File: src/rtl/audio_sample_channel.sv
// Single audio playback channel: fetches 16-bit PCM samples over a req/ack port,
// scales them by an 8-bit volume and presents one sample per sample-rate tick.
module audio_sample_channel #(
  parameter int ADDR_WIDTH = 24
) (
  input  logic                  clk,
  input  logic                  rst,
  input  logic                  write,
  input  logic [1:0]            reg_sel,
  input  logic [31:0]           data_in,
  input  logic                  tick,
  output logic                  mem_req,
  output logic [ADDR_WIDTH-1:0] mem_addr,
  input  logic                  mem_ack,
  input  logic [15:0]           mem_data,
  output logic [15:0]           sample_out,
  output logic                  sample_valid,
  output logic                  playing,
  output logic                  done_irq,
  output logic                  underrun
);

  typedef enum logic [1:0] {IDLE, FETCH, WAIT_TICK} state_t;

  state_t r_state;
  state_t w_nextState;

  logic [ADDR_WIDTH-1:0] r_startAddr;
  logic [ADDR_WIDTH-1:0] r_shStart;
  logic [31:0]           r_length;
  logic [31:0]           r_shLen;
  logic [31:0]           r_pos;
  logic [7:0]            r_volume;
  logic                  r_loop;
  logic                  r_abort;
  logic [15:0]           r_buffer;
  logic [15:0]           r_sampleOut;
  logic                  r_sampleValid;
  logic                  r_doneIrq;
  logic                  r_underrun;

  logic w_ctrlWr, w_enableWr, w_disableWr;
  logic w_start, w_startEmpty, w_fetchDone, w_emit, w_wrap, w_finish;
  logic signed [23:0] w_product;

  assign w_ctrlWr    = write && (reg_sel == 2'd3);
  assign w_enableWr  = w_ctrlWr && data_in[0];
  assign w_disableWr = w_ctrlWr && !data_in[0];

  // Signed 16 x unsigned 8 always fits in 24 signed bits.
  assign w_product = $signed(r_buffer) * $signed({1'b0, r_volume});

  assign mem_req      = (r_state == FETCH);
  assign mem_addr     = mem_req ? (r_shStart + r_pos[ADDR_WIDTH-1:0]) : '0;
  assign playing      = (r_state != IDLE);
  assign sample_out   = r_sampleOut;
  assign sample_valid = r_sampleValid;
  assign done_irq     = r_doneIrq;
  assign underrun     = r_underrun;

  always_ff @(posedge clk) begin
    if (!rst) r_state <= IDLE;
    else      r_state <= w_nextState;
  end

  always_comb begin
    w_nextState  = r_state;
    w_start      = 1'b0;
    w_startEmpty = 1'b0;
    w_fetchDone  = 1'b0;
    w_emit       = 1'b0;
    w_wrap       = 1'b0;
    w_finish     = 1'b0;
    case (r_state)
      IDLE: begin
        if (w_enableWr) begin
          if (r_length == 32'd0) begin
            w_startEmpty = 1'b1;
          end else begin
            w_start     = 1'b1;
            w_nextState = FETCH;
          end
        end
      end
      FETCH: begin
        // An aborted fetch still completes its handshake, then the data is dropped.
        if (mem_ack) begin
          if (r_abort || w_disableWr) begin
            w_nextState = IDLE;
          end else begin
            w_fetchDone = 1'b1;
            w_nextState = WAIT_TICK;
          end
        end
      end
      WAIT_TICK: begin
        if (w_disableWr) begin
          w_nextState = IDLE;
        end else if (tick) begin
          w_emit = 1'b1;
          if (r_pos != r_shLen) begin
            w_nextState = FETCH;
          end else if (r_loop && (r_length != 32'd0)) begin
            w_wrap      = 1'b1;
            w_nextState = FETCH;
          end else begin
            w_finish    = 1'b1;
            w_nextState = IDLE;
          end
        end
      end
      default: w_nextState = IDLE;
    endcase
  end

  always_ff @(posedge clk) begin
    if (!rst) begin
      r_startAddr   <= '0;
      r_shStart     <= '0;
      r_length      <= '0;
      r_shLen       <= '0;
      r_pos         <= '0;
      r_volume      <= '0;
      r_loop        <= 1'b0;
      r_abort       <= 1'b0;
      r_buffer      <= '0;
      r_sampleOut   <= '0;
      r_sampleValid <= 1'b0;
      r_doneIrq     <= 1'b0;
      r_underrun    <= 1'b0;
    end else begin
      r_sampleValid <= w_emit;
      r_doneIrq     <= w_finish | w_startEmpty;
      if (write && (reg_sel == 2'd0)) r_startAddr <= data_in[ADDR_WIDTH-1:0];
      if (write && (reg_sel == 2'd1)) r_length <= data_in;
      if (write && (reg_sel == 2'd2)) r_volume <= data_in[7:0];
      if (w_ctrlWr) r_loop <= data_in[1];
      if (w_start || w_startEmpty || w_wrap) begin
        r_shStart <= r_startAddr;
        r_shLen   <= r_length;
        r_pos     <= '0;
      end
      if (w_fetchDone) begin
        r_buffer <= mem_data;
        r_pos    <= r_pos + 32'd1;
      end
      if (w_emit) r_sampleOut <= 16'(w_product >>> 8);
      if ((r_state == FETCH) && !mem_ack) r_abort <= r_abort | w_disableWr;
      else                                r_abort <= 1'b0;
      // A tick that lands on the same edge as a clear still records the underrun.
      if ((r_state == FETCH) && tick)      r_underrun <= 1'b1;
      else if (w_ctrlWr && data_in[2])     r_underrun <= 1'b0;
    end
  end

endmodule

File: config.mk
export PLATFORM = sky130hd
export DESIGN_NAME = audio_sample_channel
export DESIGN_NICKNAME = d
export VERILOG_FILES = /design/src/rtl/audio_sample_channel.sv
export SDC_FILE = /design/constraint.sdc
export NUM_CORES = 1
export LEC_CHECK = 0
export BUFFER_PORTS_ARGS = -buffer_cell sky130_fd_sc_hd__buf_4
export CAP_MARGIN = 10
export CORE_ASPECT_RATIO = 1.5
export CORE_MARGIN = 4
export CORE_UTILIZATION = 57
export CTS_BUF_LIST = sky130_fd_sc_hd__clkbuf_8
export DETAILED_ROUTE_END_ITERATION = 8
export PLACE_DENSITY = 0.87
export SLEW_MARGIN = 20
export SYNTH_ARGS = -nofsm -noshare
export SYNTH_HDL_FRONTEND = slang
export SYNTH_SLANG_ARGS = --single-unit
export TNS_END_PERCENT = 30
File: constraint.sdc
create_clock -name clk -period 4.4 [get_ports clk]
set_input_delay 0.22 -clock clk [delete_from_list [all_inputs] [get_ports clk]]
set_output_delay 0.22 -clock clk [all_outputs]
set_load 0.02 [all_outputs]
==> flow_summary.yaml <==
status:
  status: "finished with violations"
  violations: "negative setup slack"
drt:
  antenna_left: 0
  drc: 0
  drtPass1Iterations: 5
  vias_per_cell: 5.616
  drtIter0Drc: 767
  dr_total_vias: 11510
  wl_um: 36150
  wl_per_cell_um: 17.64
clocking:
  clk_latency_ps: 490
  clock_path_buffers: 2
  cts_tree: "yes"
  cts_buffers: 17
  clk_pin_slew_ps: 110
  cts_root_buffer: "clkbuf_8"
  clock-sinks: 191
  htree_levels: 4
timing:
  relSlewSlack: 0.2578
  fmax_mhz: 219.9
  tns_ps: -663.5
  min_period_ps: 4549
  final_hold_viol_count: 0
  rsz0062_at_grt: "yes"
  fin_worst_skew_ps: 15.95
  tightest_slew_ps: 1113
  worst_slack_ps: -148.6
  setup_viol: 9
  fin_crit_sh: 1.034
  whs_ps: 3.627
  finalMaxSlewViolations: 0
critical_path:
  startpoint: "r_volume[2]"
  regToRegSetupSlack_ps: -150
  crit_fanout: 7
  critPathCaptureType: "register"
  r2r_end: "sample_out[12]"
  worst_ep_required_time_ps: 4810
  worst_setup_path_start_kind: "register"
  crit_arrival_ps: 4960
  reg2reg_from: "r_volume[2]"
  critPathKind: "reg -> reg"
  rr_worst_depth: 16
pwr:
  p_per_area_mw_per_mm2: 211.8
  vdd_drop_max_mv: 0.2352
  leakage_nw: 7.538
global_routing:
  gr-total-overflow: 0
  grt_pass1_vias: 12480
  grt_pass1_wl_um: 59110
  grt_max_degree: 128
  grt_usage: 0.2788
  antenna_found_initial: 1
cells_and_area:
  final_area_mm2: 0.01605
  instances_no_fill: 2050
  fin_nets: 1943
  nFillCells: 1690
  multiInputGateArea_mm2: 0.008884
  drive_gt1_frac: 0.1730
  syn2layout_area_growth_pct: 20.22
  seqCellArea_mm2: 0.003865
  final_core_util: 0.6961
yosys:
  syn-num-nets: 1774
  synthCells: 1552
  synth_area_mm2: 0.01335
  synth.cells.most_frequent: "nand2_1, dfxtp_1, inv_1"
  synth.area.top_cells: "dfxtp_1, fa_1, nand2_1, ha_1, mux2i_1"
  ys_seq_area_frac: 0.2864
  yosysWarnings: 0
  synth_top_area_frac: 0.2864
  synth_edf_count: 0
  synth_ff_type: "dfxtp_1"
  avgSynthCellArea_um2: 8.602
  async_flop_share: 0
  synth_cell_types: 55
  synth_seq_cells: 191
  yosysMostFrequentCell: "nand2_1"
  yosys.area.top_type: "dfxtp_1"
min_path:
  min-delay-start: "data_in[29]"
  min_delay_path_depth: 3
  worst_hold_path_type: "in -> reg"
  whs_endpoint: "r_length[29]"
die:
  die_y_um: 195.4
  die_w_um: 133.0
  ioPinCount: 100
  rows: 68
  start_util: 0.5790
  core_area_mm2: 0.02306
  dieArea_mm2: 0.02598
placement:
  dpl_cell_area_mm2: 0.01489
  portBuffers: 99
  dp.cells: 1971
  place_congestion: 0.8972
  dp_hpwl_um: 26360
run:
  drv_cap: 0
-- state kept, by name (all words and copies together) (netlist names) --
name          flops
r_abort           1
sample_out       16
r_startAddr      24
r_shStart        24
r_length         32
underrun          1
r_shLen          32
done_irq          1
r_state           2
r_loop            1
r_buffer         16
r_volume          8
sample_valid      1
r_pos            32
-- placed cells by master, fill, tap and decap left out, drive strengths merged, types with 4 or more instances in the layout --
cell and instances:
and2 80, or3 9, dlygate4sd3 33, inv 158, nand4 20, a211oi 4
dfxtp 191, clkinv 4, a21o 14, o21a 15, a21oi 39, o211ai 9
nor2 45, clkbuf 19, o21bai 5, xnor2 53, o21ai 47, mux2i 65
ha 67, a21boi 88, nor3 14, nor3b 5, nor4 11, nor2b 68
nand3b 8, fa 100, nand2 258, nand3 33, and3 19, xor2 14
buf 196, and4 4, o31ai 6, nand2b 5
-- how the worst max path moves through the flow --
stage / end / slack [ps]
global placement: sample_out[13] / -310
CTS: sample_out[13] / -50
floorplan: sample_out[13] / -8
detailed placement: sample_out[13] / -470
finish: sample_out[12] / -150
global route: sample_out[13] / -390
-- metrics by stage --
stage | power, mW | setup WS [ps]
2_1_floorplan | 2.002 | -8.065
3_3_place_gp | 2.136 | -312.1
3_5_place_dp | 2.146 | -466.8
4_1_cts | 3.398 | -46.78
5_1_grt | 3.506 | -394.0
6_report | 3.399 | -148.6
-- worst max-delay path, stage by stage, from the launching register on --
cell and delay (ps):
dfxtp_4 410, buf_4 130, nand2_1 80, fa_1 550, inv_1 60, fa_1 480
fa_1 520, inv_1 60, fa_1 530, inv_1 70, ha_4 270, and4_4 220
nor4bb_4 360, o211a_1 270, o21ai_2 80, nor3b_2 150, o31ai_1 220
-- repair_timing --
action | 4_1_cts | 5_1_grt
setup endpoints to repair | 15 | 13
pin swaps | 48 | 9
hold buffers | 33 | 0
resized for setup | 63 | 21
setup buffers | 12 | 0
hold endpoints to repair | 41 | 0
gates cloned | 1 | 0
-- layout make-up --
class                      count  area share
clock buffer                  19     0.01629
inverter                     152     0.03571
tap                          315     0.02456
multi-input combinational   1130      0.5535
antenna                        1   0.0001559
sequential                   191      0.2408
timing repair buffer         229      0.1187
clock inverter                13     0.01029
-- cell families after synthesis --
group           count (synthesis)  synth area share
compound gates                242            0.1211
xor+xnor                       67           0.04396
fa+ha+maj                     167            0.2127
buf+inv                       231           0.06635
flops                         191            0.2864
mux                            65           0.04873
simple gates                  589            0.2207
-- metal layers --
metal | wire length (µm) | GRT usage
met2 | 18960 | 0.5117
met1 | 13180 | 0.2951
met5 | 0 | 0
met3 | 1622 | 0.03943
met4 | 2395 | 0.1787
-- report_power, final --
part	internal, mW	switching, mW
logic	0.164	0.192
registers	1.76	0.0364
clock network	0.557	0.694
No activity file was read; power rests on OpenSTA's default activity.
